===== src/rtl/mips_run_pkg.sv =====
// Shared types and defaults for the Mips32 program-run sequencer.
package mips_run_pkg;

  localparam int DEF_IMEM_ADDR_W    = 6;
  localparam int DEF_RESET_HOLD     = 7;
  localparam int DEF_CNT_W          = 32;
  localparam int DEF_TIMEOUT_CYCLES = 1024;

  typedef enum logic [2:0] {
    IDLE = 3'd0,
    LOAD = 3'd1,
    HOLD = 3'd2,
    RUN  = 3'd3,
    DONE = 3'd4,
    TOUT = 3'd5
  } run_state_t;

  function automatic int max_words(input int addr_w);
    return 1 << addr_w;
  endfunction

endpackage


===== src/rtl/run_cycle_counter.sv =====
// Saturating up-counter with clear and enable.
// hit flags the edge at which the post-increment value equals TERM.
module run_cycle_counter #(
  parameter int             W    = 32,
  parameter logic [W-1:0]   TERM = '1
) (
  input  logic         clock,
  input  logic         reset,
  input  logic         clear,
  input  logic         enable,
  output logic [W-1:0] count,
  output logic         hit
);

  logic [W-1:0] inc;

  assign inc = (count == {W{1'b1}}) ? count : count + {{(W-1){1'b0}}, 1'b1};
  assign hit = enable && !clear && (inc == TERM);

  always_ff @(posedge clock or negedge reset) begin
    if (!reset) begin
      count <= '0;
    end else if (clear) begin
      count <= '0;
    end else if (enable) begin
      count <= inc;
    end
  end

endmodule


===== src/rtl/mips_run_controller.sv =====
// Loads a program image into instruction memory with the core held in reset,
// then releases the core and bounds the run by a halt or a cycle budget.
module mips_run_controller
  import mips_run_pkg::*;
#(
  parameter int IMEM_ADDR_W    = DEF_IMEM_ADDR_W,
  parameter int RESET_HOLD     = DEF_RESET_HOLD,
  parameter int CNT_W          = DEF_CNT_W,
  parameter int TIMEOUT_CYCLES = DEF_TIMEOUT_CYCLES
) (
  input  logic                   clock,
  input  logic                   reset,
  input  logic                   start,
  input  logic                   abort,
  input  logic                   load_valid,
  output logic                   load_ready,
  input  logic [31:0]            load_data,
  input  logic                   load_last,
  output logic                   imem_wen,
  output logic [IMEM_ADDR_W-1:0] imem_waddr,
  output logic [31:0]            imem_wdata,
  output logic                   core_reset,
  input  logic                   core_halted,
  output logic                   busy,
  output logic                   done,
  output logic                   timeout,
  output logic                   load_err,
  output logic [CNT_W-1:0]       word_count,
  output logic [CNT_W-1:0]       cycle_count
);

  localparam int               MAX_WORDS = max_words(IMEM_ADDR_W);
  localparam logic [CNT_W-1:0] LAST_IDX  = CNT_W'(MAX_WORDS - 1);

  run_state_t       state, state_nxt;
  logic             accept, start_ok, at_last_idx, last_beat;
  logic             hold_hit, run_hit;
  logic [CNT_W-1:0] unused_hold_cnt;

  assign load_ready = (state == LOAD);
  assign busy       = (state == LOAD) || (state == HOLD) || (state == RUN);
  assign done       = (state == DONE);
  assign timeout    = (state == TOUT);
  assign core_reset = (state != RUN);

  // Abort suppresses the handshake so every counter is frozen on that edge.
  assign accept      = load_valid && load_ready && !abort;
  assign start_ok    = start && !abort &&
                       ((state == IDLE) || (state == DONE) || (state == TOUT));
  assign at_last_idx = (word_count == LAST_IDX);
  assign last_beat   = accept && (load_last || at_last_idx);

  run_cycle_counter #(.W(CNT_W), .TERM(CNT_W'(RESET_HOLD))) u_hold_timer (
    .clock  (clock),
    .reset  (reset),
    .clear  (state != HOLD),
    .enable (state == HOLD),
    .count  (unused_hold_cnt),
    .hit    (hold_hit)
  );

  run_cycle_counter #(.W(CNT_W), .TERM(CNT_W'(TIMEOUT_CYCLES))) u_run_counter (
    .clock  (clock),
    .reset  (reset),
    .clear  (start_ok),
    .enable ((state == RUN) && !abort),
    .count  (cycle_count),
    .hit    (run_hit)
  );

  always_comb begin
    state_nxt = state;
    if (abort) begin
      state_nxt = IDLE;
    end else begin
      case (state)
        IDLE, DONE, TOUT: if (start) state_nxt = LOAD;
        LOAD:             if (last_beat) state_nxt = HOLD;
        HOLD:             if (hold_hit) state_nxt = RUN;
        RUN: begin
          // A halt on the budget's final edge still counts as a clean finish.
          if (core_halted)  state_nxt = DONE;
          else if (run_hit) state_nxt = TOUT;
        end
        default:          state_nxt = IDLE;
      endcase
    end
  end

  always_ff @(posedge clock or negedge reset) begin
    if (!reset) begin
      state      <= IDLE;
      word_count <= '0;
      load_err   <= 1'b0;
      imem_wen   <= 1'b0;
      imem_waddr <= '0;
      imem_wdata <= '0;
    end else begin
      state    <= state_nxt;
      imem_wen <= accept;
      if (accept) begin
        imem_waddr <= word_count[IMEM_ADDR_W-1:0];
        imem_wdata <= load_data;
      end
      if (start_ok) begin
        word_count <= '0;
        load_err   <= 1'b0;
      end else if (accept) begin
        if (word_count != {CNT_W{1'b1}}) word_count <= word_count + 1'b1;
        if (at_last_idx && !load_last)   load_err   <= 1'b1;
      end
    end
  end

endmodule


===== config.mk =====
export PLATFORM = sky130hd
export DESIGN_NAME = mips_run_controller
export DESIGN_NICKNAME = d
export VERILOG_FILES = /design/src/rtl/mips_run_pkg.sv /design/src/rtl/run_cycle_counter.sv /design/src/rtl/mips_run_controller.sv
export SDC_FILE = /design/constraint.sdc
export NUM_CORES = 1
export LEC_CHECK = 0
export CORE_ASPECT_RATIO = 0.6
export CORE_MARGIN = 2
export CORE_UTILIZATION = 45
export DETAILED_ROUTE_END_ITERATION = 12
export GPL_ROUTABILITY_DRIVEN = 0
export GPL_TIMING_DRIVEN = 0
export PLACE_DENSITY = 0.7
export SLEW_MARGIN = 40
export SYNTH_ARGS = -nofsm -noshare
export SYNTH_HDL_FRONTEND = slang
export SYNTH_SLANG_ARGS = --single-unit

===== constraint.sdc =====
create_clock -name clock -period 3.5 [get_ports clock]
set_clock_uncertainty 0.15 [all_clocks]
set_input_delay 0.525 -clock clock [delete_from_list [all_inputs] [get_ports clock]]
set_output_delay 0.525 -clock clock [all_outputs]
set_load 0.005 [all_outputs]

# [Word level (Yosys, flattened, before mapping)]
# Index checks and enable logic that the tools add are counted.
[totals] out_inout_bits=109 wordCells=77 ff_bits=139 input_bits=39
[classes] n_eq_ne=17 n_addsub=3 n_reduce_logical=30 n_mux=19
[op_table] op="two-way mux 32 bit" count=9
[op_table] op="adder 32 x 1 -> 32 bit (second input constant)" count=3
[op_table] op="equality test 32 bit (second input constant)" count=2
[op_table] op="equality test 32 x 11 -> 1 bit (second input constant)" count=1
[op_table] op="equality test 32 x 3 -> 1 bit (second input constant)" count=1
[op_table] op="equality test 32 x 6 -> 1 bit (second input constant)" count=1
[op_table] op="inequality test 32 bit (second input constant)" count=1
[op_table] op="two-way mux 3 bit" count=6
[op_table] op="one-hot mux 3 bit (4 select lines)" count=1
[op_table] op="logical AND 1 bit" count=11
[op_table] op="nonzero test 2 bit" count=5
[op_table] op="inequality test 3 x 2 -> 1 bit (second input constant)" count=3
[op_table] op="equality test 3 x 2 -> 1 bit (second input constant)" count=2
[op_table] op="equality test 3 bit (second input constant)" count=2
[op_table] op="inequality test 3 bit (second input constant)" count=2
[op_table] op="logical OR 1 bit" count=5
[op_table] op="zero test 1 bit" count=4
[op_table] op="inequality test 4 bit (second input constant)" count=1
[op_table] op="AND reduction 2 bit" count=2
[op_table] op="AND reduction 4 bit" count=1
[op_table] op="equality test 3 x 1 -> 1 bit (second input constant)" count=1
[op_table] op="zero test 3 bit" count=1
[op_table] op="two-way mux 1 bit" count=3
[op_table] op="OR reduction 3 bit" count=1

# [Logic depth before layout (Yosys ltp)]
[depth] depth_word=11 depth_mapped=11 depth_no_buf=9

# [Cells and area by module]
# Synthesis repeated with hierarchy kept, for this count alone.
[hier_totals] hier_cells=989 area_unflattened_um2=8513.2
[by_module_without_submodules] mod="mips_run_controller" n_inst=1 cells_per_inst=430 area_each_um2=3806.2 seq_area_each_um2=1876.8
[by_module_without_submodules] mod="run_cycle_counter (u_run_counter)" n_inst=1 cells_per_inst=280 area_each_um2=2382.3 seq_area_each_um2=800.8
[by_module_without_submodules] mod="run_cycle_counter (u_hold_timer)" n_inst=1 cells_per_inst=279 area_each_um2=2324.7 seq_area_each_um2=800.8

# [Worst setup path before layout]
# OpenSTA, ideal clock, no wires.
[synth_path] path_type="reg-to-reg" startpoint="register u_run_counter.count[0]" endpoint="register state[2]" setup_time_ns=0.125 setup_slack_ns=0.320 path_buffers=2 arrival_ns=2.906 synth_period_minus_slack_ns=3.180 path_stages_with_launch=12 required_ns=3.225 cell_sequence="dfrtp_1 > ha_1 > and4_1 > buf_2 > nand4_2 > or3_1 > buf_2 > a311oi_1 > a31oi_1 > nor4_1 > a31o_2 > mux2_2"
[synth_between] elab_chain_cells=6 elab_cells_between_ends=7
[synth_rtl] item="start, declared" line="run_cycle_counter.sv:11" source="output logic [W-1:0] count,"
[synth_rtl] item="start signal, assigned" line="run_cycle_counter.sv:26" source="count <= inc;"
[synth_rtl] item="adder 32 x 1 -> 32 bit or equality test 32 bit (tied branches)" line="run_cycle_counter.sv:17" source="assign inc = (count == {W{1'b1}}) ? count : count + {{(W-1){1'b0}}, 1'b1};"
[synth_rtl] item="two-way mux 32 bit *" line="run_cycle_counter.sv:17"
[synth_rtl] item="equality test 32 x 11 -> 1 bit *" line="run_cycle_counter.sv:18" source="assign hit = enable && !clear && (inc == TERM);"
[synth_rtl] item="logical AND 1 bit *" line="run_cycle_counter.sv:18"
[synth_rtl] item="inequality test 4 bit (no source line) *"
[synth_rtl] item="AND reduction 4 bit (no source line) *"
[synth_rtl] item="end signal, assigned" line="mips_run_controller.sv:99" source="state <= state_nxt;"
[synth_rtl] item="end, declared" line="mips_run_controller.sv:35" source="run_state_t state, state_nxt;"
# Mark *: on every way between the ends. The rest lies on a longest branch, timed or not.
# A chain may end at the register's enable or synchronous reset.

# [Final worst setup path]
[layout_path] startpoint="register u_run_counter.count[1]" endpoint="register state[2]"
# Same word-level chain as after synthesis.

==> parameters.txt <==
Parameter                              Value

Yosys
  Primary flip-flop cell chosen by synthesis mapping    sky130_fd_sc_hd__dfrtp_1
  Number of instances in the synthesized netlist    ~950
  Fraction of synthesized area in multiplexers    less than 1%
  Synth top area share    approximately 44%
  Number of flops mapped to enable cells by yosys    0
  Share of synthesized registers carrying an async set or reset    100%
  Dominant combinational cell family by area after synthesis    simple AND/OR/NAND/NOR gates
  Average size of a mapped cell    between 8 and 9 um^2
  Netlist area before placement    approximately 7900 um^2
  Number of register bits inferred by synthesis    between 100 and 150
  Main area contributors after synthesis    sky130_fd_sc_hd__dfrtp_1 44%, sky130_fd_sc_hd__nand2_1 8.6%, sky130_fd_sc_hd__nor2_1 4.5%
  Cell accounting for the most synthesized area    sky130_fd_sc_hd__dfrtp_1
  Post-Synth XOR/XNOR Area    7.18%
  Dominant cell by count in the synthesized netlist    sky130_fd_sc_hd__nand2_1
  Synthesized-area fraction occupied by adder cells    0.474%
  Area share of and/or/nand/nor cells after synthesis    approximately 30%
  Share of the yosys chip area belonging to registers    roughly 44%
  Mapped Nets    988
  Commonest cells in the synthesized netlist    182 x sky130_fd_sc_hd__nand2_1, 139 x sky130_fd_sc_hd__dfrtp_1, 94 x sky130_fd_sc_hd__nor2_1, 54 x sky130_fd_sc_hd__o21ai_0, 46 x sky130_fd_sc_hd__nand3_1
  Number of warnings reported in the yosys synthesis log    0
  Number of distinct standard cells referenced by the synthesized netlist    65
  Synth Area in Compound Gates    13.5%

Drt
  Number of vias after detailed routing    8,034
  Aggregate routed wire length    approximately 25,000 um
  Antenna Violating Nets Remaining    0
  Drt first-iter violations    approximately 850
  Count of unresolved DRC violations after routing    0
  Routed via count divided by cell count    between 5 and 6
  WL per Instance    ~18 um
  Pre-Repair DR Iteration Count    7

Worst hold path
  Hold Crit Depth    2
  HP Class    flop to flop

Power and ir drop
  Reported leakage power    ~0.0045 uW
  Largest voltage drop on the vdd net    0.000331 V
  Pwr dens    487 nW/um^2

Layout
  Area grow syn2layout    34.3%
  Number of fill cells in the layout    between 1,500 and 2,000
  Total inserted antenna cells    0
  Share of cells above drive strength 1    9.15%
  Post-layout util    slightly above 60%
  Layout Nets    roughly 1,200

Global routing
  Overflow left after global routing    0
  Combined global-route utilization of all metal layers    about a quarter
  Number of global-route vias before repair    7,171
  Wire length of the first global-routing pass    between 30,000 and 40,000 um
  Largest net degree at the start of global routing    73
  Initial antenna violation count    0

STA
  Max Clock Freq    just under 0.3 GHz
  Minimum clock period after layout    3.42 ns
  Number of hold-slack violations in the final timing report    0
  Number of max-slew violations in the final report    0
  Transition at the pin with the smallest max-transition slack    0.745 ns
  Max_slew headroom    approximately half
  Setup TNS    0 ns
  Count of endpoints failing setup in the final report    0
  Share of the clock period used by the worst path after layout    between 90% and 100%

Clock tree
  Maximum number of buffers from clock root to sink    2
  CTS H-tree depth    4
  Clock Root Buffer    sky130_fd_sc_hd__clkbuf_16
  Worst-skew pair later-pin latency    0.43 ns
  Sink Count    approximately 140
  Clock transition at the register clock pins on the worst setup and hold paths after CTS    roughly 0.060 ns
  Number of clock buffers inserted by TritonCTS    17
  Clock tree from TritonCTS    built

Worst setup path
  Maximum fanout along the worst path    10
  Worst setup path class    flop to flop
  Critical path buffers and inverters    2
  Crit. path cell count    11
  CP arrival    around 3.6 ns
  Worst Path Required    about 3.7 ns
  Crit start category    flop
  Worst path top cell family by delay    simple AND/OR/NAND/NOR gates
  Critical path's largest stage delay    0.43 ns
  Kind of end point of the critical path    flop
  Master of the slowest instance on the critical path    sky130_fd_sc_hd__a2111o_1
  Critical Path, Cell by Cell    ha_4 -> and4_1 -> clkbuf_4 -> nand4_4 -> nor3_4 -> buf_4 -> o21ai_0 -> a2111o_1 -> nor4_4 -> a31o_2 -> mux2_2
  Depth of the worst register-to-register path    11

Die
  Floorplan Core Area    approximately 17,000 um^2
  Die outline area    18,700 um^2
  Count of pins on the block boundary    approximately 150
  Number of core rows    37
  X dimension of the die    ~180 um
  Effective utilization at floorplan    a little under half
  Die boundary height    between 100 and 150 um

Flow run
  Number of violations of the max-capacitance limit    0

Placement
  HPWL reported at the end of detailed placement    17,700 um
  Port-buffer cells    147

Outcome
  Run status    complete, no violations
## logic make-up (layout without fill, tap and decap cells)
logic type	count (synthesis)	count (layout)
AND/OR/NAND/NOR	493	493
AO/OA/AOI/OAI	169	169
flip-flops	139	139
buffers and inverters	73	264
XOR/XNOR	65	65
multiplexers	4	4
adder cells (fa/ha/maj)	3	3
## per-layer routing
layer	global-route usage, %	vias up	part of all wire, %
met5	0	-	0
li1	-	3742	-
met1	42.0	3831	48
met4	6.37	0	1.3
met2	34.9	422	39
met3	7.30	39	11
## final cells by class
| class | instances | area [um^2] | share of cell area, % |
|---|---|---|---|
| clock inverters | 10 | 139 | 1.30 |
| flip-flops and latches | 139 | 3480 | 32.7 |
| repair buffers | 161 | 1600 | 15.1 |
| plain buffers | 58 | 250 | 2.35 |
| inverters | 14 | 52.6 | 0.494 |
| clock buffers | 21 | 470 | 4.42 |
| multi-input cells | 734 | 4350 | 40.9 |
| well taps | 234 | 293 | 2.75 |
## worst min-delay path, stage by stage (launching register included)
cell                      delay [ns]
sky130_fd_sc_hd__dfrtp_1        0.34
sky130_fd_sc_hd__nand2_1        0.05
sky130_fd_sc_hd__nand2_1        0.06
## flip-flops by register name, indices dropped and copies added (netlist names)
| name | cells |
|---|---|
| load_err | 1 |
| imem_wen | 1 |
| state | 3 |
| imem_waddr | 6 |
| u_hold_timer.count | 32 |
| u_run_counter.count | 32 |
| imem_wdata | 32 |
| word_count | 32 |
## timing repair
action,CTS,global route
buffers inserted,3,9
hold endpoints to repair,67,0
pin swaps,2,4
endpoints found under the setup margin,3,3
resized for setup,13,27
hold buffers,1,0
## placed cells by master (no fill, tap or decap), drive strengths merged, types with 4 or more instances in the layout
| cell type | count |
|---|---|
| o211ai | 4 |
| xor2 | 25 |
| nand4 | 37 |
| clkbuf | 61 |
| nor2 | 94 |
| o21ai | 55 |
| dfrtp | 139 |
| clkinv | 4 |
| a21oi | 38 |
| a31oi | 20 |
| or3 | 15 |
| nor3 | 22 |
| a211oi | 5 |
| nand2 | 182 |
| a22o | 5 |
| o31ai | 10 |
| clkdlybuf4s50 | 146 |
| buf | 32 |
| nor4 | 22 |
| and2 | 7 |
| and3 | 19 |
| inv | 16 |
| xnor2 | 40 |
| and4 | 16 |
| nand3 | 47 |
| a311oi | 7 |
| or4 | 6 |
| nor3b | 4 |
## report_power, final
| group | switching (uW) | internal [uW] |
|---|---|---|
| Sequential | 140 | 1830 |
| Clock | 713 | 1180 |
| Combinational | 673 | 645 |
## final timing paths
check                                  startpoint                      end  slack [ns]
max                        u_run_counter.count[1]                 state[2]        0.08
min reg2reg                         imem_wdata[5]            imem_wdata[5]        0.33
max reg2reg                u_run_counter.count[1]                 state[2]        0.08
min in group asynchronous                   reset   u_run_counter.count[1]        0.50
max in group asynchronous                   reset  u_run_counter.count[25]        1.95
min                                 imem_wdata[5]            imem_wdata[5]        0.33
## metrics by stage
| stage | cell area (um^2) | setup WS (ns) | power (uW) | hold slack, ns | std cells |
|---|---|---|---|---|---|
| floorplan | 7930 | 0.320 | 2520 | 0.0794 | 946 |
| global placement | 9690 | -4.06 | 3250 | 0.307 | 1327 |
| detailed placement | 9730 | -0.444 | 3280 | 0.312 | 1328 |
| CTS | 10400 | 0.0351 | 5180 | 0.328 | 1363 |
| global route | 10600 | -0.0113 | 5430 | 0.344 | 1371 |
| finish | 10600 | 0.0833 | 5180 | 0.327 | 1371 |
No activity file was read; power rests on OpenSTA's default activity.
